File: src/rtl/pipe_stall_ctrl.sv
// pipe_stall_ctrl: operand/MD hazard detection and mult/div sequencing.
// Optional stall statistics counter is built when STALL_CNT_EN is defined.
module pipe_stall_ctrl #(
    parameter int unsigned MULT_CYCLES = 5,
    parameter int unsigned DIV_CYCLES  = 10
) (
    input  logic       clk,
    input  logic       reset,
    input  logic [4:0] D_rs,
    input  logic [4:0] D_rt,
    input  logic [1:0] D_tuse_rs,
    input  logic [1:0] D_tuse_rt,
    input  logic       D_is_md,
    input  logic [4:0] E_wa,
    input  logic [4:0] M_wa,
    input  logic [1:0] E_tnew,
    input  logic [1:0] M_tnew,
    input  logic       E_md_start,
    input  logic       E_md_div,
    output logic       stall_F,
    output logic       stall_D,
    output logic       flush_E,
    output logic       md_busy,
`ifdef STALL_CNT_EN
    output logic       md_done,
    output logic [31:0] stall_count
`else
    output logic       md_done
`endif
);

    localparam int unsigned MAX_CYC =
        (MULT_CYCLES > DIV_CYCLES) ? MULT_CYCLES : DIV_CYCLES;
    localparam int CW = $clog2(MAX_CYC + 1);

    localparam logic [CW-1:0] MULT_LOAD = CW'(MULT_CYCLES - 1);
    localparam logic [CW-1:0] DIV_LOAD  = CW'(DIV_CYCLES - 1);
    localparam logic [CW-1:0] CNT_ONE   = CW'(1);
    localparam logic [CW-1:0] CNT_ZERO  = '0;

    typedef enum logic {
        IDLE = 1'b0,
        BUSY = 1'b1
    } md_state_e;

    md_state_e     state_q, state_d;
    logic [CW-1:0] cnt_q, cnt_d;

    logic hz_rs;
    logic hz_rt;
    logic hz_md;
    logic stall;

    // Operand and MD hazard detection; tnew=0 matches go to forwarding.
    always_comb begin
        hz_rs = (D_rs != 5'd0) &&
                (((D_rs == E_wa) && (D_tuse_rs < E_tnew)) ||
                 ((D_rs == M_wa) && (D_tuse_rs < M_tnew)));
        hz_rt = (D_rt != 5'd0) &&
                (((D_rt == E_wa) && (D_tuse_rt < E_tnew)) ||
                 ((D_rt == M_wa) && (D_tuse_rt < M_tnew)));
        hz_md = D_is_md && md_busy;
        stall = hz_rs || hz_rt || hz_md;
        stall_F = stall;
        stall_D = stall;
        flush_E = stall;
    end

    // Busy covers the start cycle itself so D sees the unit as taken.
    always_comb begin
        md_busy = (state_q == BUSY) || E_md_start;
        md_done = (cnt_q == CNT_ONE);
    end

    // MD sequencer next state: load on start, count down to the last cycle.
    always_comb begin
        state_d = state_q;
        cnt_d   = cnt_q;
        unique case (state_q)
            IDLE: begin
                if (E_md_start) begin
                    cnt_d   = E_md_div ? DIV_LOAD : MULT_LOAD;
                    state_d = BUSY;
                end
            end
            BUSY: begin
                cnt_d = cnt_q - CNT_ONE;
                if (cnt_q == CNT_ONE) begin
                    cnt_d   = CNT_ZERO;
                    state_d = IDLE;
                end
            end
        endcase
    end

    // MD sequencer state register; reset abandons any operation.
    always_ff @(posedge clk) begin
        if (reset) begin
            state_q <= IDLE;
            cnt_q   <= CNT_ZERO;
        end else begin
            state_q <= state_d;
            cnt_q   <= cnt_d;
        end
    end

`ifdef STALL_CNT_EN
    logic [31:0] stall_count_q, stall_count_d;

    // Stall statistics: count every stalled cycle, wrapping naturally.
    always_comb begin
        stall_count_d = stall_count_q;
        if (stall) begin
            stall_count_d = stall_count_q + 32'd1;
        end
    end

    // Stall statistics register.
    always_ff @(posedge clk) begin
        if (reset) begin
            stall_count_q <= 32'd0;
        end else begin
            stall_count_q <= stall_count_d;
        end
    end

    assign stall_count = stall_count_q;
`endif

endmodule

File: config.mk
export PLATFORM = sky130hd
export DESIGN_NAME = pipe_stall_ctrl
export DESIGN_NICKNAME = d
export VERILOG_FILES = /design/src/rtl/pipe_stall_ctrl.sv
export SDC_FILE = /design/constraint.sdc
export NUM_CORES = 1
export LEC_CHECK = 0
export CORE_AREA = 5 5 60 57
export CTS_CLUSTER_DIAMETER = 40
export DETAILED_ROUTE_END_ITERATION = 7
export DIE_AREA = 0 0 65 62
export GPL_ROUTABILITY_DRIVEN = 0
export PLACE_DENSITY = 0.53
export SYNTH_ARGS = -nofsm -noshare
export SYNTH_HDL_FRONTEND = slang
export SYNTH_SLANG_ARGS = --single-unit
File: constraint.sdc
create_clock -name clk -period 5.3 [get_ports clk]
set_input_delay 1.59 -clock clk [delete_from_list [all_inputs] [get_ports clk]]
set_output_delay 1.59 -clock clk [all_outputs]
set_load 0.02 [all_outputs]
==> flow_metrics.py, run 1 <==
metrics = {
    "grt": {
        "grt.overflow.total": 0,
        "antenna_found_initial": 0,
        "grt_pass1_vias": 756,
        "grt_pass1_wl_mm": 3.125,
        "track_usage": 0.09857,
        "grt_max_degree": 12,
    },
    "power": {
        "powerDensity_nw_per_um2": 163.0,
        "leakagePower_nw": 0.4424,
        "ir_drop_uv": 47.08,
    },
    "sta": {
        "worst_slew_pin_slew_ns": 0.3163,
        "fin_skew_ns": 0.003964,
        "relSlewSlack": 0.7888,
        "slew_viol_final": 0,
        "min_period_ns": 4.834,
        "final-setup-viol-count": 0,
        "rsz0062_at_grt": "no",
        "clock.fmax_ghz": 0.2069,
        "setup_tns_ns": 0,
        "hold_viol": 0,
        "fin_crit_sh": 0.9120,
    },
    "finish": {
        "n_fill_cell": 292,
        "final-seq-area_sq_um": 100.1,
        "area_growth_pct": 65.13,
        "drive_gt1_frac": 0.02439,
        "final_nets": 163,
        "final_common_cell": "clkdlybuf4s50_1",
        "design_area_sq_um": 1072,
        "multiInputGateArea_sq_um": 504.2,
        "diodes": 0,
        "layout_common_cells": "clkdlybuf4s50_1 (34), xor2_1 (12), xnor2_1 (8)",
    },
    "worst_hold_path": {
        "worstHoldStart": "cnt_q[2]$_SDFFE_PP0N_",
        "min_delay_path_depth": 2,
        "hold_path_class": "register to register",
        "min_to": "cnt_q[2]$_SDFFE_PP0N_",
    },
    "synthesis": {
        "yosysTopAreaCell": "xor2_1",
        "ys.flop_type": "dfxtp_1",
        "yosysSeqAreaShare": 0.1541,
        "synth-seq-cells": 5,
        "synth_edf_count": 0,
        "postSynthCellCount": 85,
        "ys_types": 25,
        "avgSynthCellArea_sq_um": 7.640,
        "yosys-top-cells-area": "xor2_1 (16%), dfxtp_1 (15%), ha_1 (12%)",
        "synth_warnings": 0,
        "synth_top_area_frac": 0.1618,
        "synth_area_sq_um": 649.4,
        "syn_nets": 124,
        "ys_async_sr_fraction": 0,
    },
    "placement": {
        "io_buffers": 37,
        "place_area_sq_um": 1039,
        "hpwl_mm": 1.718,
    },
    "worst_setup_path": {
        "required_ns": 3.71,
        "slowest_delay_ns": 0.53,
        "crit_fanout": 3,
        "r2r_start": "cnt_q[2]$_SDFFE_PP0N_",
        "cp.arrival_ns": 3.24,
        "reg2reg_to": "cnt_q[3]$_SDFFE_PP0N_",
        "reg2reg_depth": 4,
        "slowest_stage": "or4_1",
        "criticalPathCategory": "input port to output port",
        "cp-end-kind": "output port",
        "start_kind": "input port",
        "path_cells": "clkdlybuf4s50_1, or4_1, nor2_1, a21oi_1, a221o_1, dlymetal6s2s_1",
        "rrSetupSlack_ns": 4.07,
    },
    "clock_tree": {
        "cts_setup_buffers": 0,
        "ctsLongestPathBuffers": 2,
        "numCtsBuffers": 3,
        "cts.sinks": 5,
        "cts_hold_buf": 0,
        "clk_pin_slew_ns": 0.05,
        "clock_latency_ns": 0.24,
        "h-tree-depth": 1,
        "root_buffer": "clkbuf_4",
        "cts_tree": "built",
        "cts.repair.resized": 0,
    },
    "routing": {
        "firstDrtPassIters": 2,
        "vias": 728,
        "ant_nets": 0,
        "drt_iter0_drc": 12,
        "wirelength_met1_um": 812,
        "post_drt_wl_per_cell_um": 12.42,
        "drc": 0,
        "dr_wl_met2_um": 936,
        "maxUsedRoutingLayer": "met4",
        "met3WireLength_um": 147,
        "vias_per_cell": 4.758,
        "wirelength_mm": 1.901,
    },
    "floorplanning": {
        "num_io_pins": 38,
        "core_region_area_sq_um": 2680,
        "start_util": 0.2423,
        "num_rows": 18,
        "die_h_um": 62,
        "die_w_um": 65,
        "die_area_sq_um": 4030,
    },
    "run_status": {
        "outcome": "complete, no violations",
    },
    "run": {
        "maxCapViolations": 0,
    },
}
[how the worst max path moves through the flow]
stage / start / end / depth (start not counted)
after floorplan: D_rs[1] / stall_D / 5
after global routing: M_tnew[1] / flush_E / 8
after CTS: M_tnew[1] / stall_F / 8
final: D_rs[1] / stall_F / 6
after detailed placement: M_tnew[1] / stall_F / 8
after global placement: M_tnew[1] / flush_E / 8
[metal layers]
layer	vias up	track usage
li1	373	-
met1	322	0.1093
met2	31	0.1895
met3	2	0.03597
met4	0	0.009036
met5	-	0
[power breakdown]
part / total, mW / switching (mW) / internal, mW
registers: 0.0461 / 0.00446 / 0.0416
clock network: 0.0452 / 0.0167 / 0.0285
logic: 0.0835 / 0.0356 / 0.0479
[through the flow]
stage               hold slack (ns)  power (mW)  utilization  instances  setup slack [ns]
floorplan                    0.4926     0.08768            -         85            0.9224
global placement             0.5509      0.1307       0.3875        149           0.02908
detailed placement           0.5531      0.1316       0.3875        149           0.04932
CTS                          0.5592      0.1793       0.3973        153           0.04441
global route                 0.6019      0.1889       0.4001        153            0.3039
finish                       0.5636      0.1747       0.4001        153            0.4663
[cells in the mapped netlist, drive strengths merged, types with 2 or more instances]
library cell and instances:
nor2b 3, nor4 2, inv 7, ha 6, xnor2 8, o21ai 5
a211oi 3, nor2 7, nand4 4, nand2b 3, buf 2, dfxtp 5
xor2 12, nor3 6, a21oi 2
[state kept, by name, summed over array words and instances, names as in the netlist]
register / flops
state_q: 1
cnt_q: 4
[critical path: cells and delay by family]
family,cells,cell delay (ns)
buf+inv,2,0.68
compound gates,2,0.33
simple gates,2,0.65
[area by class of cell]
type | instances | area share
timing repair buffer | 37 | 0.3524
multi-input combinational | 70 | 0.4702
sequential | 5 | 0.09335
clock buffer | 4 | 0.02450
inverter | 7 | 0.02450
tap | 30 | 0.03501
[cell families (layout without fill, tap and decap cells)]
logic type               count (synthesis)  count (layout)  synth area share
AND/OR/NAND/NOR                         30              30            0.2544
XOR/XNOR                                20              20            0.2698
AO/OA/AOI/OAI                           14              14            0.1368
buffers and inverters                   10              48           0.06936
adder cells (fa/ha/maj)                  6               6            0.1156
flip-flops                               5               5            0.1541
Power figures use the tool's default switching activity.
==> run 2, diff against run 1 <==
Settings changed: CORE_AREA 5 5 60 57 to 5 5 49 47, DIE_AREA 0 0 65 62 to 0 0 54 52, PLACE_DENSITY 0.53 to 0.78.
==> run 2 against run 1 <==
  * Sequential share of layout area grew 0.055 points
  * Design area down 0.58%
  * Non-clock buffer count stayed put
  * Global-route usage increased by 4.2 points
  * Sequential power about the same
  * Die area decreased by 30%
  * Clock skew fell by 0.0015 ns
  * Via count increased by 1.6%
  * First-iteration DRC count fell by 42%
  * Register-to-register slack barely moved
  * Wire length is 1.8% lower
  * Worst hold slack improved by 0.0020 ns
==> flow_metrics.py, run 2 (same netlist as run 1, synthesis figures left out) <==
metrics = {
    "routing": {
        "vias": 740,
        "post_drt_wl_per_cell_um": 12.61,
        "drc": 0,
        "vias_per_cell": 5.000,
        "firstDrtPassIters": 4,
        "wirelength_mm": 1.866,
        "ant_nets": 0,
        "drt_iter0_drc": 7,
    },
    "finish": {
        "finish.utilization": 0.5979,
        "reg_top3": "cnt_q: 4 flops, state_q: 1 flops",
        "final_nets": 163,
        "layout_common_cells": "clkdlybuf4s50_1 (34), xor2_1 (12), xnor2_1 (8)",
        "area_growth_pct": 64.16,
        "largest_register": "cnt_q",
        "stdcell_count": 148,
        "largest_reg_flops": 4,
        "drive_gt1_frac": 0.02439,
        "final_common_cell": "clkdlybuf4s50_1",
        "diodes": 0,
    },
    "clock_tree": {
        "numCtsBuffers": 3,
        "cts_tree": "built",
        "clock_latency_ns": 0.24,
        "cts_setup_buffers": 0,
        "clk_pin_slew_ns": 0.04,
        "root_buffer": "clkbuf_4",
        "ctsLongestPathBuffers": 2,
        "cts.sinks": 5,
        "cts_hold_buf": 0,
        "h-tree-depth": 1,
    },
    "floorplanning": {
        "core_region_area_sq_um": 1783,
        "die_h_um": 52,
        "start_util": 0.3642,
        "die_area_sq_um": 2808,
        "die_w_um": 54,
        "num_rows": 15,
        "num_io_pins": 38,
    },
    "run_status": {
        "outcome": "complete, no violations",
    },
    "worst_setup_path": {
        "start_kind": "input port",
        "crit_fanout": 3,
        "r2r_start": "cnt_q[2]$_SDFFE_PP0N_",
        "cp.arrival_ns": 3.26,
        "slowest_stage": "clkdlybuf4s50_1",
        "criticalPathCategory": "input port to output port",
        "required_ns": 3.71,
        "path_cells": "clkdlybuf4s50_1, inv_1, ha_1, o21ai_0, nand4_1, o22ai_1, a221o_1, dlymetal6s2s_1",
        "critPathTopFamily": "buffers and inverters",
        "cp-end-kind": "output port",
        "crit_start": "E_tnew[1]",
        "rrSetupSlack_ns": 4.06,
        "slowest_delay_ns": 0.45,
        "crit_buf_inv": 3,
    },
    "sta": {
        "relSlewSlack": 0.8025,
        "hold_slack_ns": 0.5656,
        "setup_tns_ns": 0,
        "rsz0062_at_grt": "no",
        "slew_viol_final": 0,
        "clock.fmax_ghz": 0.2061,
        "fin_skew_ns": 0.002499,
        "hold_viol": 0,
        "timing.final.ws_setup_ns": 0.4470,
        "final-setup-viol-count": 0,
        "min_period_ns": 4.853,
        "worst_slew_pin_slew_ns": 0.2958,
        "fin_crit_sh": 0.9157,
    },
    "placement": {
        "io_buffers": 37,
        "dp.cells": 144,
        "hpwl_mm": 1.664,
        "dp_slack_ns": 0.03059,
    },
    "power": {
        "leakagePower_nw": 0.4424,
        "ir_drop_uv": 76.38,
        "powerDensity_nw_per_um2": 163.3,
    },
    "grt": {
        "grt.overflow.total": 0,
        "grt_pass1_vias": 754,
        "antenna_found_initial": 0,
        "track_usage": 0.1406,
        "grt_pass1_wl_mm": 2.932,
        "grt_max_degree": 12,
    },
    "worst_hold_path": {
        "hold_path_class": "register to register",
        "worstHoldStart": "cnt_q[2]$_SDFFE_PP0N_",
    },
    "run": {
        "maxCapViolations": 0,
    },
}
-- run 2: power by group --
part           switching (mW)  internal, mW
Combinational          0.0363        0.0481
Clock                  0.0152        0.0284
Sequential            0.00437        0.0416
Total                  0.0559         0.118
-- run 2: worst min-delay path: stages (launching register included) --
cell,delay (ns)
dfxtp_1,0.34
o21ai_0,0.08
a31oi_1,0.08
-- run 2: cell type report --
type,count,area (sq um)
Multi-Input combinational cell,70,504.2
Sequential cell,5,100.1
Clock buffer,4,26.28
Timing Repair Buffer,37,377.9
Inverter,7,26.28
Tap cell,25,31.28
Fill cell,157,716.9
-- run 2: what timing repair did --
action / CTS / global route
setup endpoints to repair: 0 / 3
gates resized for setup: 0 / 3
hold endpoints to repair: 0 / 0
-- run 2: path summary, 6_finish.rpt --
check / end / cells past startpoint
max reg2reg: cnt_q[3]$_SDFFE_PP0N_ / 4
max: stall_D / 8
min: cnt_q[2]$_SDFFE_PP0N_ / 2
min reg2reg: cnt_q[2]$_SDFFE_PP0N_ / 2
-- run 2: stage by stage --
step	instance area [sq um]	power, mW
2_1_floorplan	649.4	0.08768
3_3_place_gp	1032	0.1287
3_5_place_dp	1032	0.1316
4_1_cts	1059	0.1774
5_1_grt	1066	0.1869
6_report	1066	0.1741
-- run 2: per-layer routing --
layer | share of wire | vias to the layer above | GRT usage
li1 | - | 374 | -
met5 | 0 | - | 0
met3 | 0.10 | 4 | 0.04298
met2 | 0.53 | 38 | 0.2601
met4 | 0.014 | 0 | 0.07054
met1 | 0.36 | 324 | 0.1365
